$ cat config.mk
export PLATFORM = sky130hd
export DESIGN_NAME = fetch_unit_flat
export DESIGN_NICKNAME = d
export VERILOG_FILES = /design/src/rtl/pipeline_pkg.sv /design/src/rtl/fetch_unit_if.sv /design/src/rtl/sync_fifo.sv /design/src/rtl/fetch_unit.sv /design/src/flat_wrapper.sv
export SDC_FILE = /design/constraint.sdc
export NUM_CORES = 1
export LEC_CHECK = 0
export ABC_AREA = 1
export ABC_CLOCK_PERIOD_IN_PS = 7450
export CAP_MARGIN = 20
export CORE_ASPECT_RATIO = 0.5
export CORE_MARGIN = 1
export CORE_UTILIZATION = 60
export DETAILED_ROUTE_END_ITERATION = 6
export MAX_ROUTING_LAYER = met4
export PLACE_DENSITY = 0.8
export RECOVER_POWER = 100
export SYNTH_ARGS = -nofsm -noshare
export SYNTH_HDL_FRONTEND = slang
export SYNTH_SLANG_ARGS = --single-unit
$ cat constraint.sdc
create_clock -name clock_in -period 7.45 [get_ports clock_in]
set_input_delay 1.49 -clock clock_in [delete_from_list [all_inputs] [get_ports clock_in]]
set_output_delay 1.49 -clock clock_in [all_outputs]
set_load 0.1 [all_outputs]
$ cat src/rtl/pipeline_pkg.sv
// Shared definitions for the fetch stage: state encoding, FIFO entry layout,
// reset constants and a small address helper.
package pipeline_pkg;

  localparam logic [31:0] NOP_INST         = 32'h0000_0000;
  localparam logic [31:0] RESET_PC_DEFAULT = 32'h0000_0000;

  // RUN issues and accepts responses; FLUSH only drops stale responses.
  typedef enum logic {
    RUN   = 1'b0,
    FLUSH = 1'b1
  } fetch_state_t;

  // One decoded-side entry: the instruction word and its address + 4.
  typedef struct packed {
    logic [31:0] inst;
    logic [31:0] pc_add4;
  } fetch_entry_t;

  // Instruction fetches are always word aligned.
  function automatic logic [31:0] word_align(input logic [31:0] addr);
    return addr & ~32'h0000_0003;
  endfunction

endpackage

$ cat src/rtl/fetch_unit_if.sv
// Bundles the instruction-memory port, the decode port and the redirect input
// of the fetch stage.
//
// Handshakes:
//   imem: a request transfers when imem_req && imem_gnt at a rising edge; while
//   imem_req is high without imem_gnt, imem_addr is held stable (only a redirect
//   may withdraw it). gnt without req means nothing. Responses are one
//   imem_rvalid pulse per transferred request, returned in request order.
//   decode: an instruction transfers when id_valid && id_ready at a rising edge;
//   id_valid never depends on id_ready.
interface fetch_unit_if;
  logic        imem_req;
  logic [31:0] imem_addr;
  logic        imem_gnt;
  logic        imem_rvalid;
  logic [31:0] imem_rdata;
  logic        id_valid;
  logic [31:0] id_inst;
  logic [31:0] id_pc_add4;
  logic        id_ready;
  logic        redirect;
  logic [31:0] redirect_pc;

  // Fetch-stage view.
  modport master (
    output imem_req, imem_addr, id_valid, id_inst, id_pc_add4,
    input  imem_gnt, imem_rvalid, imem_rdata, id_ready, redirect, redirect_pc
  );

  // Environment view (memory, decode and branch resolution).
  modport slave (
    input  imem_req, imem_addr, id_valid, id_inst, id_pc_add4,
    output imem_gnt, imem_rvalid, imem_rdata, id_ready, redirect, redirect_pc
  );
endinterface

$ cat src/rtl/sync_fifo.sv
// Single-clock FIFO with synchronous clear. The head word is read straight
// from storage, so a word pushed this cycle becomes visible next cycle.
module sync_fifo #(
  parameter int WIDTH = 32,
  parameter int DEPTH = 4
) (
  input  logic                     clk,
  input  logic                     rst_n,
  input  logic                     clear,
  input  logic                     push,
  input  logic                     pop,
  input  logic [WIDTH-1:0]         wdata,
  output logic [WIDTH-1:0]         rdata,
  output logic                     full,
  output logic                     empty,
  output logic [$clog2(DEPTH):0]   count
);

  localparam int AW = $clog2(DEPTH);
  localparam int CW = AW + 1;

  logic [WIDTH-1:0] mem [DEPTH];
  logic [AW-1:0]    wr_ptr;
  logic [AW-1:0]    rd_ptr;
  logic             do_push;
  logic             do_pop;

  assign full    = (count == CW'(DEPTH));
  assign empty   = (count == '0);
  assign do_pop  = pop && !empty;
  // A push into a full FIFO is legal only when the head leaves the same cycle.
  assign do_push = push && (!full || do_pop);
  assign rdata   = mem[rd_ptr];

  // Pointer and occupancy tracking; clear wins over push/pop.
  always_ff @(posedge clk or negedge rst_n) begin
    if (!rst_n) begin
      wr_ptr <= '0;
      rd_ptr <= '0;
      count  <= '0;
    end else if (clear) begin
      wr_ptr <= '0;
      rd_ptr <= '0;
      count  <= '0;
    end else begin
      if (do_push) wr_ptr <= wr_ptr + 1'b1;
      if (do_pop)  rd_ptr <= rd_ptr + 1'b1;
      count <= count + CW'(do_push) - CW'(do_pop);
    end
  end

  // Storage write; contents need no reset because count gates visibility.
  always_ff @(posedge clk) begin
    if (do_push && !clear) mem[wr_ptr] <= wdata;
  end

endmodule

$ cat src/rtl/fetch_unit.sv
// Instruction-fetch stage: owns the fetch PC, issues credit-limited word
// requests, buffers responses with their PC+4 and hands them to decode.
// A redirect re-steers the PC, flushes buffered work and discards responses
// still in flight.
module fetch_unit
  import pipeline_pkg::*;
#(
  parameter int          DEPTH    = 4,
  parameter logic [31:0] RESET_PC = RESET_PC_DEFAULT
) (
  input  logic         clock_in,
  input  logic         res,
  fetch_unit_if.master bus,
  output fetch_state_t dbg_state
);

  localparam int CW = $clog2(DEPTH) + 1;

  fetch_state_t  state, state_nxt;
  logic [31:0]   fetch_pc;
  logic [CW-1:0] outstanding;
  logic [CW-1:0] discard, discard_nxt;
  logic [CW-1:0] fifo_count, tag_count;
  logic          started;
  logic          credit_ok, grant, resp_run, pop;
  logic          data_full, data_empty, tag_full, tag_empty;
  fetch_entry_t  push_entry, head;
  logic [31:0]   tag_head;
  logic          unused_fifo_flags;

  assign dbg_state = state;

  // Requests in flight plus buffered words may never exceed the FIFO depth,
  // so every response is guaranteed a slot.
  assign credit_ok     = ({1'b0, outstanding} + {1'b0, fifo_count}) < (CW+1)'(DEPTH);
  assign bus.imem_req  = started && (state == RUN) && !bus.redirect && credit_ok;
  assign bus.imem_addr = bus.imem_req ? fetch_pc : 32'h0;
  assign grant         = bus.imem_req && bus.imem_gnt;
  // A response with nothing outstanding is a protocol error and is ignored.
  assign resp_run      = (state == RUN) && bus.imem_rvalid && (outstanding != '0);

  assign bus.id_valid   = !data_empty;
  assign bus.id_inst    = data_empty ? NOP_INST : head.inst;
  assign bus.id_pc_add4 = data_empty ? 32'h0 : head.pc_add4;
  // The pop of a redirect cycle is cancelled; decode flushes that instruction.
  assign pop            = bus.id_valid && bus.id_ready && !bus.redirect;

  assign push_entry.inst    = bus.imem_rdata;
  assign push_entry.pc_add4 = tag_head;

  assign unused_fifo_flags = ^{data_full, tag_full, tag_empty, tag_count};

  // Next state and discard count. A redirect in RUN snapshots every request
  // still owed a response; one in FLUSH only re-steers, leaving the count
  // to keep draining.
  always_comb begin
    state_nxt   = state;
    discard_nxt = discard;
    if (state == FLUSH && bus.imem_rvalid && discard != '0)
      discard_nxt = discard - 1'b1;
    if (bus.redirect && state == RUN)
      discard_nxt = outstanding + CW'(grant) - CW'(resp_run);
    state_nxt = (discard_nxt == '0) ? RUN : FLUSH;
  end

  // State register, fetch PC and request accounting.
  always_ff @(posedge clock_in or negedge res) begin
    if (!res) begin
      state       <= RUN;
      fetch_pc    <= RESET_PC;
      outstanding <= '0;
      discard     <= '0;
      started     <= 1'b0;
    end else begin
      started <= 1'b1;
      state   <= state_nxt;
      discard <= discard_nxt;
      if (bus.redirect) begin
        fetch_pc    <= word_align(bus.redirect_pc);
        outstanding <= '0;
      end else begin
        if (grant) fetch_pc <= fetch_pc + 32'd4;
        outstanding <= outstanding + CW'(grant) - CW'(resp_run);
      end
    end
  end

  // Prefetch buffer of {instruction, pc+4} toward decode.
  sync_fifo #(.WIDTH($bits(fetch_entry_t)), .DEPTH(DEPTH)) u_data_fifo (
    .clk   (clock_in),
    .rst_n (res),
    .clear (bus.redirect),
    .push  (resp_run),
    .pop   (pop),
    .wdata (push_entry),
    .rdata (head),
    .full  (data_full),
    .empty (data_empty),
    .count (fifo_count)
  );

  // In-order pc+4 tags, one per granted request awaiting its response.
  sync_fifo #(.WIDTH(32), .DEPTH(DEPTH)) u_tag_fifo (
    .clk   (clock_in),
    .rst_n (res),
    .clear (bus.redirect),
    .push  (grant),
    .pop   (resp_run),
    .wdata (fetch_pc + 32'd4),
    .rdata (tag_head),
    .full  (tag_full),
    .empty (tag_empty),
    .count (tag_count)
  );

endmodule

$ cat src/flat_wrapper.sv
// flat-port wrapper written by rule: the top's interface ports become plain ports
module fetch_unit_flat import pipeline_pkg::*;
#(
  parameter int          DEPTH    = 4,
  parameter logic [31:0] RESET_PC = RESET_PC_DEFAULT
)
  (clock_in, res, dbg_state, bus_imem_req, bus_imem_addr, bus_id_valid, bus_id_inst, bus_id_pc_add4, bus_imem_gnt, bus_imem_rvalid, bus_imem_rdata, bus_id_ready, bus_redirect, bus_redirect_pc);
  fetch_unit_if bus_i ();
  input  logic clock_in;
  input  logic res;
  output fetch_state_t dbg_state;
  output wire logic [$bits(bus_i.imem_req)-1:0] bus_imem_req;
  output wire logic [$bits(bus_i.imem_addr)-1:0] bus_imem_addr;
  output wire logic [$bits(bus_i.id_valid)-1:0] bus_id_valid;
  output wire logic [$bits(bus_i.id_inst)-1:0] bus_id_inst;
  output wire logic [$bits(bus_i.id_pc_add4)-1:0] bus_id_pc_add4;
  input wire logic [$bits(bus_i.imem_gnt)-1:0] bus_imem_gnt;
  input wire logic [$bits(bus_i.imem_rvalid)-1:0] bus_imem_rvalid;
  input wire logic [$bits(bus_i.imem_rdata)-1:0] bus_imem_rdata;
  input wire logic [$bits(bus_i.id_ready)-1:0] bus_id_ready;
  input wire logic [$bits(bus_i.redirect)-1:0] bus_redirect;
  input wire logic [$bits(bus_i.redirect_pc)-1:0] bus_redirect_pc;
  assign bus_imem_req = bus_i.imem_req;
  assign bus_imem_addr = bus_i.imem_addr;
  assign bus_id_valid = bus_i.id_valid;
  assign bus_id_inst = bus_i.id_inst;
  assign bus_id_pc_add4 = bus_i.id_pc_add4;
  assign bus_i.imem_gnt = bus_imem_gnt;
  assign bus_i.imem_rvalid = bus_imem_rvalid;
  assign bus_i.imem_rdata = bus_imem_rdata;
  assign bus_i.id_ready = bus_id_ready;
  assign bus_i.redirect = bus_redirect;
  assign bus_i.redirect_pc = bus_redirect_pc;
  fetch_unit #(.DEPTH(DEPTH), .RESET_PC(RESET_PC)) u_core (.clock_in(clock_in), .res(res), .bus(bus_i), .dbg_state(dbg_state));
endmodule
# --- Word level (Yosys, flattened, before mapping) ---
# Memory sizes are Yosys's and may differ from the RTL's.
# Cells that the tools add are included.
op_classes:
  n_bitwise: 1
  n_mux: 23
  magnitude_cmp: 1
  eq_ne: 2
  reduce_logical: 34
  addsub: 13
ops:
  columns: ["operator", "n"]
  rows:
  - ["32-bit two-way mux", 5]
  - ["32-bit by 3-bit adder with 32-bit output (second input constant)", 1]
  - ["1-bit logical AND", 17]
  - ["2-bit two-way mux", 8]
  - ["3-bit two-way mux", 5]
  - ["2-bit nonzero test", 5]
  - ["3-bit by 1-bit adder with 3-bit output", 3]
  - ["3-bit zero test", 3]
  - ["3-bit by 1-bit subtractor with 3-bit output", 3]
  - ["2-bit by 1-bit adder with 2-bit output (second input constant)", 4]
  - ["3-bit equality test (second input constant)", 2]
  - ["3-bit nonzero test", 2]
  - ["1-bit zero test", 5]
  - ["1-bit two-way mux", 5]
  - ["3-bit by 3-bit adder with 4-bit output", 1]
  - ["4-bit by 3-bit < comparator with 1-bit output (second input constant)", 1]
  - ["3-bit by 1-bit subtractor with 3-bit output (second input constant)", 1]
  - ["1-bit logical OR", 2]
  - ["1-bit inverter", 1]
word_totals:
  input_bits: 70
  output_inout_bits: 99
  ff_bits: 54
  n_memories: 2
  word_cells: 87
  ram_bits: 384
mem_list:
  columns: ["memory", "words", "word_bits", "read_ports", "rd_clocked_by_memory_dff", "wr", "line", "text"]
  rows:
  - ["u_core.u_data_fifo.mem", 4, 64, 1, 0, 1, "sync_fifo.sv:22", "logic [WIDTH-1:0] mem [DEPTH];"]
  - ["u_core.u_tag_fifo.mem", 4, 32, 1, 0, 1, "sync_fifo.sv:22", null]

# --- Logic depth before layout (Yosys ltp) ---
# Gate-level depths: netlist of the first run.
logic_depth:
  depth_word: 10
  ltp_mapped: 16
  ltp_nobuf: 15

# --- Hierarchy ---
# From an unflattened synthesis of the first run, not the netlist that was laid out.
hier_totals:
  hier_cells: 1678
  hier_area_um2: 18801.8
by_module_without_submodules:
  columns: ["mod", "area_per_inst_um2", "instances", "seq_area_each_um2", "cells_each"]
  rows:
  - ["sync_fifo (u_core.u_data_fifo)", 9957.0, 1, 7862.5, 678]
  - ["sync_fifo (u_core.u_tag_fifo)", 5240.0, 1, 4018.9, 373]
  - ["fetch_unit", 3604.7, 1, 950.9, 627]

# --- Worst setup path after synthesis of the first run ---
# No wires, ideal clock.
synth_path:
  kind: "input-to-reg"
  start: "input bus_redirect"
  end: "memory u_core.u_data_fifo.mem[0][10] (netlist name), enable pin"
  required_ps: 6968
  n_path_buf: 2
  setup_ps: 482
  setup_slack_ps: 2320
  path_stages: 5
  t_arrival_ps: 4648
  path_cell_list: "inv_2 > buf_2 > buf_2 > nand3_1 > nor2_1"
synth_between:
  elab_chain_cells: 8
synth_rtl:
  columns: ["element", "line", "text"]
  rows:
  - ["start: declaration", "flat_wrapper.sv:21", "input wire logic [$bits(bus_i.redirect)-1:0] bus_redirect;"]
  - ["1-bit zero test *", "sync_fifo.sv:54, fetch_unit.sv:46", null]
  - ["1-bit logical AND", "fetch_unit.sv:46", "assign pop = bus.id_valid && bus.id_ready && !bus.redirect;"]
  - ["1-bit logical AND", "sync_fifo.sv:30", "assign do_pop = pop && !empty;"]
  - ["1-bit logical OR", "sync_fifo.sv:32", "assign do_push = push && (!full || do_pop);"]
  - ["1-bit logical AND", "sync_fifo.sv:32", null]
  - ["1-bit logical AND *", "sync_fifo.sv:54", "if (do_push && !clear) mem[wr_ptr] <= wdata;"]
  - ["1-bit two-way mux *", "sync_fifo.sv:54", null]
  - ["1-bit two-way mux (not written as such) *", "sync_fifo.sv:54", null]
  - ["end: declaration", "sync_fifo.sv:22", null]
# Mark *: on every way between the ends. The rest lies on a longest branch, timed or not.

# --- Final worst setup path of the first run ---
layout_path:
  start: "input bus_redirect"
  end: "output bus_imem_addr[10]"
layout_between:
  elab_chain_cells: 4
layout_rtl:
  columns: ["element", "line", "text"]
  rows:
  - ["1-bit zero test", "fetch_unit.sv:36", "assign bus.imem_req = started && (state == RUN) && !bus.redirect && credit_ok;"]
  - ["1-bit logical AND (2 in a row)", "fetch_unit.sv:36", null]
  - ["32-bit two-way mux", "fetch_unit.sv:37", "assign bus.imem_addr = bus.imem_req ? fetch_pc : 32'h0;"]
  - ["end: declaration", "flat_wrapper.sv:13", "output wire logic [$bits(bus_i.imem_addr)-1:0] bus_imem_addr;"]
# No other way between the ends.

==> reports/summary.log, run 1 <==
[outcome] status complete, but fails checks
[outcome] violated checks capacitance limit, slew limit
[logic_synthesis] dominant cell type by area after synthesis sky130_fd_sc_hd__edfxtp_1
[worst_setup_path] type of element launching the critical path primary input
[pwr] worst vdd rail ir drop 0.0003381 V
[cells_and_area] Post-layout nets 1,873
[placement] Port Buffer Count 162
[pwr] total leakage power 7.892 nW
[clocking] cells resized by post-CTS repair 0
[route] First-pass DRT Iterations 5
[logic_synthesis] Gate Count Post-Synth 1,643
[cells_and_area] Layout Utilization 71.60%
[clocking] number of buffers created by CTS 37
[logic_synthesis] proportion of synthesized chip area in sequential cells 68.91%
[logic_synthesis] async set-reset flop share out of synthesis 12.38%
[sta] count of pins over their slew limit 175
[sta] crit share post-route 85.92%
[cells_and_area] multi-input combinational cell area 4766 µm²
[clocking] clock tree from TritonCTS built
[logic_synthesis] count of flip-flops with a built-in enable after synthesis 368
[grt] via count of the first global-routing pass 12,330
[worst_setup_path] worst setup path class primary input to primary output
[cells_and_area] number of diodes added for antenna fixing 0
[sta] Period minus WS final 6.401 ns
[route] number of vias in the routed layout 12,580
[cells_and_area] post-route design area 20,890 µm²
[cells_and_area] number of inserted filler cells in the final layout 1,941
[sta] fmax 156.2 MHz
[sta] relative max-transition margin -95.77%
[placement] weighted congestion reported at the end of routability-driven placement 0.9174
[cells_and_area] area of all sequential standard cells 12,360 µm²
[worst_setup_path] required time at the endpoint of the critical path 5.96 ns
[clocking] number of sinks on the clock net 420
[worst_hold_path] worst min-delay path class flop to flop
[grt] GR Util All Layers 28.46%
[floorplanning] total number of placement rows 44
[worst_setup_path] Worst Path Arrival 4.91 ns
[route] sum of met3 wire segment lengths after detailed routing 3181 µm
[floorplanning] Die Y 124.2 µm
[floorplanning] initial core utilization 61.43%
[logic_synthesis] per-instance average area after synthesis 10.91 µm²
[clocking] cell chosen for the clock root sky130_fd_sc_hd__clkbuf_16
[pwr] total power consumption of the routed design 8.010 mW
[route] Via-to-Cell Ratio 5.722
[sta] pin slew with the least headroom to its limit 2.936 ns
[route] highest metal used met4
[grt] number of antenna violations at the first check in global routing 0
[sta] sum of negative setup slack 0 ns
[clocking] Clock Latency Late Sink 0.53 ns
[floorplanning] full die area 30,610 µm²
[cells_and_area] Layout Area Growth over Synthesis 16.56%
[sta] RSZ-0062 raised after global routing false
[logic_synthesis] Synth warnings 0
[route] average wire per cell in the routed design 18.95 µm
[clocking] clock tree buffer depth 3
[worst_setup_path] Max FO, Critical Path 40
[logic_synthesis] portion of synthesized cell area occupied by the leading cell type 61.65%
[floorplanning] area of the placeable core 29,180 µm²
[route] DR iter-0 viols 1,219
[sta] skew final 0.01591 ns
[logic_synthesis] flip-flop cell with the highest count after synthesis sky130_fd_sc_hd__edfxtp_1
[sta] endpoints failing hold 0
[route] remaining routing DRC violations 0
[logic_synthesis] count of distinct cell types in the synthesized netlist 33
[route] DRT Wirelength 41,670 µm
[logic_synthesis] cell types with the largest area share after synthesis sky130_fd_sc_hd__edfxtp_1, sky130_fd_sc_hd__nor2_1, sky130_fd_sc_hd__dfrtp_1
[cells_and_area] layout cells sized above 1 6.527%
[grt] final global-route overflow total 0
[clocking] clock-pin slew reported for the worst setup and hold paths after clock tree synthesis 0.06 ns
[grt] first-pass GRT wire length 64,980 µm
[worst_setup_path] sort of element at the end of the critical path primary output
[clocking] number of post-CTS setup repair buffers 0
[placement] post-DP HPWL 24,740 µm
[job] max-cap check violation count 4
[clocking] count of hold buffers inserted by post-cts repair 0
[logic_synthesis] post-synthesis instance area 17,920 µm²
[floorplanning] total I/O pin count 169
[logic_synthesis] most frequent cells after synthesis sky130_fd_sc_hd__nor2_1, sky130_fd_sc_hd__edfxtp_1, sky130_fd_sc_hd__nand2_1
[placement] post-placement cell area 19,770 µm²
[floorplanning] floorplan die width 246.4 µm
[logic_synthesis] most numerous cell in the Yosys netlist sky130_fd_sc_hd__nor2_1
[logic_synthesis] post-synthesis register bit count 420
[grt] largest net degree at the start of global routing 85
[pwr] PD cells 383.4 nW/µm²
[route] met1 wire length 17,190 µm
[route] Post-DRT Antenna Nets 0
[route] met2 layer wire length in the routed design 20,300 µm
[clocking] maximum level of the CTS H-tree 2
[sta] number of failing setup endpoints in the final timing report 0
[sta] Hold WS 0.5711 ns
per-layer routing:
layer	up-vias	track usage (%)
met5	-	-
li1	5850	-
met1	6082	37.67
met3	87	3.460
met4	0	8.097
met2	564	46.83
flip-flops by register name (all words and copies together), names as in the netlist:
name                       cells
u_core.u_data_fifo.wr_ptr      2
u_core.u_data_fifo.rd_ptr      2
u_core.u_tag_fifo.rd_ptr       2
u_core.u_tag_fifo.mem        120
u_core.u_tag_fifo.count        3
u_core.fetch_pc               30
u_core.u_tag_fifo.wr_ptr       2
u_core.started                 1
u_core.u_data_fifo.mem       248
u_core.discard                 3
u_core.dbg_state               1
u_core.u_data_fifo.count       3
u_core.outstanding             3
kinds of logic (layout without fill, tap and decap cells):
family | Yosys count | count (layout) | share of synthesized area (%)
AND/OR/NAND/NOR | 690 | 690 | 15.43
flip-flops | 420 | 420 | 68.91
AO/OA/AOI/OAI | 301 | 301 | 8.753
buffers and inverters | 191 | 353 | 4.377
adder cells (fa/ha/maj) | 20 | 20 | 1.522
XOR/XNOR | 19 | 19 | 0.9703
other | 2 | 5 | 0.04190
where the power goes:
| group | total [mW] | switching [mW] | internal [mW] |
|---|---|---|---|
| sequential | 2.78 | 0.105 | 2.68 |
| combinational | 3.27 | 2.67 | 0.602 |
| clock | 1.96 | 0.833 | 1.12 |
through the flow:
step                worst slack (ns)  std cells
finish                         1.049       2199
global route                  0.7075       2199
CTS                            1.594       2198
detailed placement             1.307       2134
global placement               1.377       2134
floorplan                      2.320       1646
cell type report:
cell class	instances	share of cell area [%]
Clock buffer	49	4.791
Clock inverter	15	1.024
Inverter	106	1.904
Multi-Input combinational cell	1035	22.81
Sequential cell	420	59.15
Tap cell	391	2.342
Timing Repair Buffer	183	7.983
placed cells by master (no fill, tap or decap), drive strengths merged, types with 3 or more instances in the layout:
cell	count
nor2	407
edfxtp	368
nand2	218
o21ai	199
inv	106
dlygate4sd3	95
a21oi	64
clkbuf	63
nand3	61
dfrtp	52
buf	39
clkdlybuf4s50	35
o22ai	30
xor2	17
ha	17
o211ai	8
clkinv	8
conb	5
bufinv	5
fa	3
worst max-delay path, stage by stage:
cell and delay [ns]:
sky130_fd_sc_hd__dlygate4sd3_1 0.53, sky130_fd_sc_hd__buf_4 0.26, sky130_fd_sc_hd__inv_1 1.00, sky130_fd_sc_hd__nand2_1 0.11
sky130_fd_sc_hd__nor2_1 0.17, sky130_fd_sc_hd__nand2_1 0.24, sky130_fd_sc_hd__nor2_1 0.19, sky130_fd_sc_hd__clkbuf_1 0.91
final timing paths:
check                           slack [ns]                                    start  cells past startpoint                                        to
max in group asynchronous             3.37                                      res                      2  u_core.u_data_fifo.rd_ptr[0]$_DFFE_PN0P_
min in group asynchronous             2.01                                      res                      2           u_core.fetch_pc[26]$_DFFE_PN0N_
worst min-delay path                  0.57  u_core.u_tag_fifo.wr_ptr[0]$_DFFE_PN0P_                      1   u_core.u_tag_fifo.wr_ptr[0]$_DFFE_PN0P_
worst max register to register        1.74    u_core.u_data_fifo.count[1]$_DFF_PN0_                     10   u_core.u_data_fifo.mem[1][29]$_DFFE_PP_
worst max-delay path                  1.05                             bus_redirect                      8                         bus_imem_addr[10]
worst min register to register        0.57  u_core.u_tag_fifo.wr_ptr[0]$_DFFE_PN0P_                      1   u_core.u_tag_fifo.wr_ptr[0]$_DFFE_PN0P_
Note: power is estimated with default switching activity, not from simulation.
==> inputs of run 2 (changes only) <==
--- a/config.mk
+++ b/config.mk
@@ -11,6 +11,7 @@
 export CORE_ASPECT_RATIO = 0.5
 export CORE_MARGIN = 1
 export CORE_UTILIZATION = 60
+export CTS_CLUSTER_DIAMETER = 150
 export DETAILED_ROUTE_END_ITERATION = 6
 export MAX_ROUTING_LAYER = met4
 export PLACE_DENSITY = 0.8
==> results of run 2 <==
Same layout as run 1: the final DEF is identical, and so are final timing and power.
